===== config.mk =====
export PLATFORM = sky130hd
export DESIGN_NAME = gouraud_step_capture_flat
export DESIGN_NICKNAME = d
export VERILOG_FILES = /design/src/rtl/gouraud_step_capture_if.sv /design/src/rtl/gouraud_step_capture.sv /design/src/flat_wrapper.sv
export SDC_FILE = /design/constraint.sdc
export NUM_CORES = 1
export LEC_CHECK = 0
export BUFFER_PORTS_ARGS = -buffer_cell sky130_fd_sc_hd__buf_2
export CORE_MARGIN = 10
export CORE_UTILIZATION = 40
export CTS_CLUSTER_DIAMETER = 60
export DETAILED_ROUTE_END_ITERATION = 16
export GPL_ROUTABILITY_DRIVEN = 0
export GPL_TIMING_DRIVEN = 0
export SLEW_MARGIN = 40
export SYNTH_ARGS = -nofsm -noshare
export SYNTH_HDL_FRONTEND = slang
export SYNTH_SLANG_ARGS = --single-unit

===== constraint.sdc =====
create_clock -name sys_clk -period 11.66 [get_ports sys_clk]
set_input_delay 0.583 -clock sys_clk [delete_from_list [all_inputs] [get_ports sys_clk]]
set_output_delay 0.583 -clock sys_clk [all_outputs]
set_load 0.02 [all_outputs]

===== src/rtl/gouraud_step_capture_if.sv =====
// Phrase write-data handshake between the step-capture FIFO and its consumer.
// Lane n of out_data occupies bits [WIDTH*n + WIDTH-1 : WIDTH*n].
interface gouraud_step_capture_if #(
    parameter int WIDTH = 16
);
    logic                 out_valid;
    logic                 out_ready;
    logic [4*WIDTH-1:0]   out_data;

    modport master (
        output out_valid,
        output out_data,
        input  out_ready
    );

    modport slave (
        input  out_valid,
        input  out_data,
        output out_ready
    );
endinterface


===== src/rtl/gouraud_step_capture.sv =====
// Running four-lane Gouraud/Z phrase accumulator: feeds the adder array, captures its
// sums on each step and queues the pre-step phrase into a small output FIFO.
module gouraud_step_capture #(
    parameter int WIDTH = 16,
    parameter int DEPTH = 2,
    parameter int CNT_W = 16
) (
    input  logic                   sys_clk,
    input  logic                   reset,
    input  logic                   init_ld,
    input  logic [4*WIDTH-1:0]     init_data,
    input  logic                   start,
    input  logic [CNT_W-1:0]       count,
    input  logic [WIDTH-1:0]       addq_0,
    input  logic [WIDTH-1:0]       addq_1,
    input  logic [WIDTH-1:0]       addq_2,
    input  logic [WIDTH-1:0]       addq_3,
    output logic [WIDTH-1:0]       feed_0,
    output logic [WIDTH-1:0]       feed_1,
    output logic [WIDTH-1:0]       feed_2,
    output logic [WIDTH-1:0]       feed_3,
    output logic                   step,
    output logic                   busy,
    output logic                   done,
    gouraud_step_capture_if.master out_if
);
    localparam int PTR_W  = (DEPTH > 1) ? $clog2(DEPTH) : 1;
    localparam int FCNT_W = PTR_W + 1;
    localparam logic [FCNT_W-1:0] DEPTH_C = FCNT_W'(DEPTH);

    typedef enum logic [1:0] {
        ST_IDLE  = 2'd0,
        ST_RUN   = 2'd1,
        ST_DRAIN = 2'd2
    } state_t;

    state_t               state_r;
    logic [4*WIDTH-1:0]   acc_r;
    logic [CNT_W-1:0]     remaining_r;
    logic [4*WIDTH-1:0]   mem_r [DEPTH];
    logic [PTR_W-1:0]     wr_ptr_r;
    logic [PTR_W-1:0]     rd_ptr_r;
    logic [FCNT_W-1:0]    fifo_cnt_r;
    logic                 done_r;
    logic                 push_s;
    logic                 pop_s;

    // Pop on handshake; a push may reuse the slot freed by this cycle's pop.
    always_comb begin
        pop_s  = (fifo_cnt_r != {FCNT_W{1'b0}}) && out_if.out_ready;
        push_s = 1'b0;
        if (state_r == ST_RUN) begin
            push_s = (fifo_cnt_r < DEPTH_C) || pop_s;
        end else begin
            push_s = 1'b0;
        end
    end

    assign feed_0           = acc_r[0*WIDTH +: WIDTH];
    assign feed_1           = acc_r[1*WIDTH +: WIDTH];
    assign feed_2           = acc_r[2*WIDTH +: WIDTH];
    assign feed_3           = acc_r[3*WIDTH +: WIDTH];
    assign step             = push_s;
    assign busy             = (state_r != ST_IDLE);
    assign done             = done_r;
    assign out_if.out_valid = (fifo_cnt_r != {FCNT_W{1'b0}});
    assign out_if.out_data  = mem_r[rd_ptr_r];

    // Control FSM, accumulator and output FIFO state.
    always_ff @(posedge sys_clk) begin
        if (reset) begin
            state_r     <= ST_IDLE;
            acc_r       <= {(4*WIDTH){1'b0}};
            remaining_r <= {CNT_W{1'b0}};
            wr_ptr_r    <= {PTR_W{1'b0}};
            rd_ptr_r    <= {PTR_W{1'b0}};
            fifo_cnt_r  <= {FCNT_W{1'b0}};
            done_r      <= 1'b0;
            for (int i = 0; i < DEPTH; i++) begin
                mem_r[i] <= {(4*WIDTH){1'b0}};
            end
        end else begin
            done_r <= 1'b0;
            if (pop_s) begin
                rd_ptr_r <= rd_ptr_r + PTR_W'(1);
            end
            if (push_s) begin
                mem_r[wr_ptr_r] <= acc_r;
                wr_ptr_r        <= wr_ptr_r + PTR_W'(1);
            end
            fifo_cnt_r <= fifo_cnt_r + FCNT_W'(push_s) - FCNT_W'(pop_s);

            case (state_r)
                ST_IDLE: begin
                    if (init_ld) begin
                        acc_r <= init_data;
                    end
                    if (start) begin
                        remaining_r <= count;
                        state_r     <= (count != {CNT_W{1'b0}}) ? ST_RUN : ST_DRAIN;
                    end
                end
                ST_RUN: begin
                    if (push_s) begin
                        acc_r       <= {addq_3, addq_2, addq_1, addq_0};
                        remaining_r <= remaining_r - CNT_W'(1);
                        if (remaining_r == CNT_W'(1)) begin
                            state_r <= ST_DRAIN;
                        end
                    end
                end
                ST_DRAIN: begin
                    // Finish as soon as the FIFO is, or is about to be, empty.
                    if ((fifo_cnt_r == {FCNT_W{1'b0}}) ||
                        ((fifo_cnt_r == FCNT_W'(1)) && pop_s)) begin
                        done_r  <= 1'b1;
                        state_r <= ST_IDLE;
                    end
                end
                default: begin
                    state_r <= ST_IDLE;
                end
            endcase
        end
    end
endmodule


===== src/flat_wrapper.sv =====
// flat-port wrapper written by rule: the top's interface ports become plain ports
module gouraud_step_capture_flat 
#(
    parameter int WIDTH = 16,
    parameter int DEPTH = 2,
    parameter int CNT_W = 16
)
  (sys_clk, reset, init_ld, init_data, start, count, addq_0, addq_1, addq_2, addq_3, feed_0, feed_1, feed_2, feed_3, step, busy, done, out_if_out_valid, out_if_out_data, out_if_out_ready);
  gouraud_step_capture_if #(.WIDTH(WIDTH)) out_if_i ();
  input  logic sys_clk;
  input  logic reset;
  input  logic init_ld;
  input  logic [4*WIDTH-1:0] init_data;
  input  logic start;
  input  logic [CNT_W-1:0] count;
  input  logic [WIDTH-1:0] addq_0;
  input  logic [WIDTH-1:0] addq_1;
  input  logic [WIDTH-1:0] addq_2;
  input  logic [WIDTH-1:0] addq_3;
  output logic [WIDTH-1:0] feed_0;
  output logic [WIDTH-1:0] feed_1;
  output logic [WIDTH-1:0] feed_2;
  output logic [WIDTH-1:0] feed_3;
  output logic step;
  output logic busy;
  output logic done;
  output wire logic [$bits(out_if_i.out_valid)-1:0] out_if_out_valid;
  output wire logic [$bits(out_if_i.out_data)-1:0] out_if_out_data;
  input wire logic [$bits(out_if_i.out_ready)-1:0] out_if_out_ready;
  assign out_if_out_valid = out_if_i.out_valid;
  assign out_if_out_data = out_if_i.out_data;
  assign out_if_i.out_ready = out_if_out_ready;
  gouraud_step_capture #(.WIDTH(WIDTH), .DEPTH(DEPTH), .CNT_W(CNT_W)) u_core (.sys_clk(sys_clk), .reset(reset), .init_ld(init_ld), .init_data(init_data), .start(start), .count(count), .addq_0(addq_0), .addq_1(addq_1), .addq_2(addq_2), .addq_3(addq_3), .feed_0(feed_0), .feed_1(feed_1), .feed_2(feed_2), .feed_3(feed_3), .step(step), .busy(busy), .done(done), .out_if(out_if_i));
endmodule

# Word-level counts from Yosys, hierarchy flattened
# Memory sizes are Yosys's and may differ from the RTL's. A register that Yosys moved wholly into a read port is not among the register bits.
# Cells that the tools add are included.
# totals
in_bits	149
register_bits	87
memories	1
output_inout_bits	132
ramBits	128
# mem_list
name	words	word_bits	read_ports	rd_clocked_by_memory_dff	write_ports	line_no	text
u_core.mem_r	2	64	1	1	2	gouraud_step_capture.sv:40	logic [4*WIDTH-1:0] mem_r [DEPTH];
# op_classes
n_mux	24
n_eq_ne	9
magnitude_cmp	1
add_sub_neg	5
reduce_logical	15
bitwise	1
# ops
op	n
two-way mux 64 bit	3
one-hot mux 64 bit (2 select lines)	1
OR reduction 64 bit	1
two-way mux 16 bit	2
one-hot mux 16 bit (2 select lines)	1
equality test 16 x 1 -> 1 bit (second input constant)	1
nonzero test 16 bit	1
subtractor 16 x 1 -> 16 bit (second input constant)	1
two-way mux 1 bit	11
two-way mux 2 bit	5
!= test 2 bit (second input constant)	3
one-hot mux 2 bit (3 select lines)	1
AND reduction 3 bit	2
nonzero test 2 bit	3
equality test 2 x 1 -> 1 bit (second input constant)	2
zero test 2 bit	2
!= test 2 x 1 -> 1 bit (second input constant)	2
AND reduction 4 bit	1
adder 1 bit (second input constant)	2
adder 2 x 1 -> 2 bit	1
equality test 2 bit (second input constant)	1
logical AND 1 bit	2
logical OR 1 bit	2
< comparator 2 bit (second input constant)	1
3 further kinds	3

# Depth between registers and ports, before layout
# logic_depth
depth_word	9
depth_mapped	9
ltp_nobuf	8

# Worst setup path after synthesis
# OpenSTA, ideal clock, no wires.
# synth_timing
kind	input-to-reg
startpoint	input out_if_out_ready
endpoint	memory u_core.mem_r[0][0] in the netlist's numbering (enable)
path_buffers	0
cell_stages	3
arrival_ns	3.770
setup_ns	0.499
slack_ns	7.391
t_required_ns	11.161
path_cell_list	or2b_2 > nand2_2 > o21bai_1
# synth_rtl
element	line_no	text
start: declaration	flat_wrapper.sv:29	input wire logic [$bits(out_if_i.out_ready)-1:0] out_if_out_ready;
end: declaration	gouraud_step_capture.sv:40	

==> results by group <==
Outcome
  – Status: finished, final reports clean

Timing
  – RSZ-0062 raised after global routing: no
  – Final setup TNS: 0 ps
  – Clk_skew: 15.6 ps
  – Worst-Margin Slew: 785 ps
  – Fmax: 326 MHz
  – Final Hold Viols: 0
  – Post-layout min period: 3070 ps
  – Setup violators final: 0
  – Final period util: 26.3%
  – Worst slew margin: 47.6%
  – Pins Over Slew Limit: 0

Yosys
  – Yosys cell types: 64
  – Primary FF master, synth: edfxtp_1
  – Seq/Total Area, Yosys: 57.4%
  – Async SR Flop Fraction: 0%
  – Cells after synthesis: 891
  – Syn Nets: 1044
  – Post-synth EDFFs: 128
  – Yosys warning count: 0
  – Flops & latches, synth: 216
  – Synthesized area: 9760 µm²
  – Synth Area per Inst: 11.0 µm²

Finish
  – Most frequent cells in the layout: buf_2, nand2_1, and2_1
  – Filler instances: 2225
  – Area Overhead vs Synth: 28.3%
  – Final Util: 51.8%
  – Inserted Diodes: 0
  – Most common cell after layout, fill and taps aside: buf_2
  – # nets final: 1357
  – Share of cells above drive strength 1: 34.3%

Critical path
  – Reg2Reg Setup Slack: 8620 ps
  – Reg-to-reg startpoint: u_core.state_r[0]
  – Crit Path Category: flop to output pin
  – Reg2Reg Depth: 8
  – R2R Path End: u_core.mem_r[1][22]
  – Critical Path RT: 11080 ps
  – CP endpoint: out_if_out_data[22]
  – Arr. time, crit path: 2490 ps
  – Startpoint types: flop
  – Critical path capture point type: output pin
  – Worst Path Max Fanout: 10

Clock network
  – CTS H-tree depth: 1
  – CTS tree: yes
  – CTS Hold Buffers Added: 0
  – Deepest clock path buffer count: 3
  – Clock insertion delay at the later pin of the skew report: 510 ps
  – Resized cells post-CTS: 0
  – CTS buffer count: 25
  – Post-CTS setup buffers: 0
  – CTS root buf: clkbuf_16
  – Clk slew on worst S/H paths: 60 ps
  – Clock sinks: 216

Routing
  – Via-to-Cell Ratio: 5.13
  – DRC: 0
  – Detail Route Antenna Nets: 0
  – Vias: 7926
  – Wirelength per Cell: 19.8 µm
  – Drt pass-1 iters: 5
  – Routed WL: 30600 µm
  – 1st-iter DRT viols: 479

Floorplanning
  – Rows: 57
  – Die area: 31100 µm²
  – I/O pins: 281
  – Die Wd: 176 µm
  – Die Ht: 176 µm
  – Initial Util: 40.4%
  – CORE AREA: 24200 µm²

Run
  – Max_cap viols: 0

Pwr
  – Sequential share of power: 39.4%
  – VDD IR-drop max: 0.0886 mV
  – Clock share of power: 30.5%
  – Total Power: 2.50 mW
  – Internal power: 1.65 mW
  – Switching Share: 33.8%
  – Comb pwr share: 30.1%
  – Switching pwr: 0.844 mW
  – Pwr/cell area: 199 nW/µm²
  – Leak pwr: 5.35 nW

Worst hold path
  – Hold crit path type: input pin to flop

Global route
  – Vias in the first global route: 7920
  – First-pass GRT wire length: 46300 µm
  – Initial antenna violation count: 0
  – GRT Overall Usage: 18.9%
  – Pin count of the biggest net entering global routing: 24
  – Grt total ovfl: 0

Placement
  – DP Wirelength: 22700 µm
  – Port-buffer cells: 280
==> worst min-delay path by stage <==
stage	startpoint	to	slack [ps]	cells past startpoint
2_1_floorplan	u_core.remaining_r[1]	u_core.remaining_r[1]	450	2
3_3_place_gp	u_core.remaining_r[1]	u_core.remaining_r[1]	470	2
3_5_place_dp	u_core.remaining_r[1]	u_core.remaining_r[1]	480	2
4_1_cts	addq_0[14]	u_core.acc_r[14]	310	3
5_1_grt	addq_2[6]	u_core.acc_r[38]	320	3
6_report	addq_0[14]	u_core.acc_r[14]	330	3
==> layer usage <==
layer / routed length, µm / track usage (%) / up-vias
met4: 651 / 5.12 / 0
li1: - / - / 3825
met1: 12900 / 23.6 / 3811
met3: 1850 / 3.63 / 38
met2: 15300 / 32.6 / 252
met5: 0 / 0 / -
==> state kept, by name, summed over array words and instances, names as in the netlist, named ones only <==
signal and cells:
u_core.wr_ptr_r 1, u_core.rd_ptr_r 1, u_core.remaining_r 16, u_core.state_r 2, u_core.done 1, u_core.acc_r 64, u_core.mem_r 128, u_core.fifo_cnt_r 2
==> synthesized netlist by cell type, types with 10 or more instances <==
cell	count	area, µm²
a311oi_1	64	561
buf_2	11	55.1
nor4_1	10	62.6
clkbuf_1	51	191
edfxtp_1	128	3840
dfxtp_1	88	1760
nand2_1	137	514
a21oi_1	13	65.1
and2_1	129	807
inv_1	11	41.3
nor2_1	80	300
mux2_2	64	721
==> through the flow <==
| stage | setup WS, ps | hold slack (ps) | cells | instance area, µm² |
|---|---|---|---|---|
| after floorplan | 7390 | 454 | 891 | 9760 |
| after global placement | 5200 | 466 | 1495 | 11600 |
| after detailed placement | 8530 | 476 | 1501 | 11700 |
| after CTS | 8510 | 310 | 1545 | 12500 |
| after global routing | 8410 | 322 | 1545 | 12500 |
| final | 8590 | 329 | 1545 | 12500 |
==> cell families after synthesis <==
kind of cell | count (synthesis) | synth area share (%)
mux | 64 | 7.38
flops | 216 | 57.4
xor+xnor | 4 | 0.359
buf+inv | 79 | 3.56
fa+ha+maj | 4 | 0.513
simple gates | 405 | 21.1
compound gates | 119 | 9.67
==> worst max-delay path, cell delays in order (launching register included) <==
cell	delay, ps
dfxtp_1	300
clkbuf_1	530
clkbuf_1	550
mux2_2	430
buf_2	170
==> cell type report <==
type | count | area [µm²] | area share (%)
flip-flops and latches | 216 | 5610 | 44.8
multi-input cells | 596 | 3830 | 30.6
repair buffers | 286 | 1540 | 12.3
clock buffers | 36 | 697 | 5.56
well taps | 324 | 405 | 3.24
plain buffers | 68 | 307 | 2.45
clock inverters | 8 | 101 | 0.809
inverters | 11 | 41.3 | 0.330
==> power groups by stage <==
stage               Clock (mW)  Combinational [mW]  Sequential, mW
finish                   0.762               0.750           0.984
global route             0.811               0.813           0.998
global placement             0               0.743            1.00
CTS                      0.776               0.763           0.985
detailed placement           0               0.760            1.00
floorplan                    0               0.430            1.03
(Power assumes the default switching activity.)
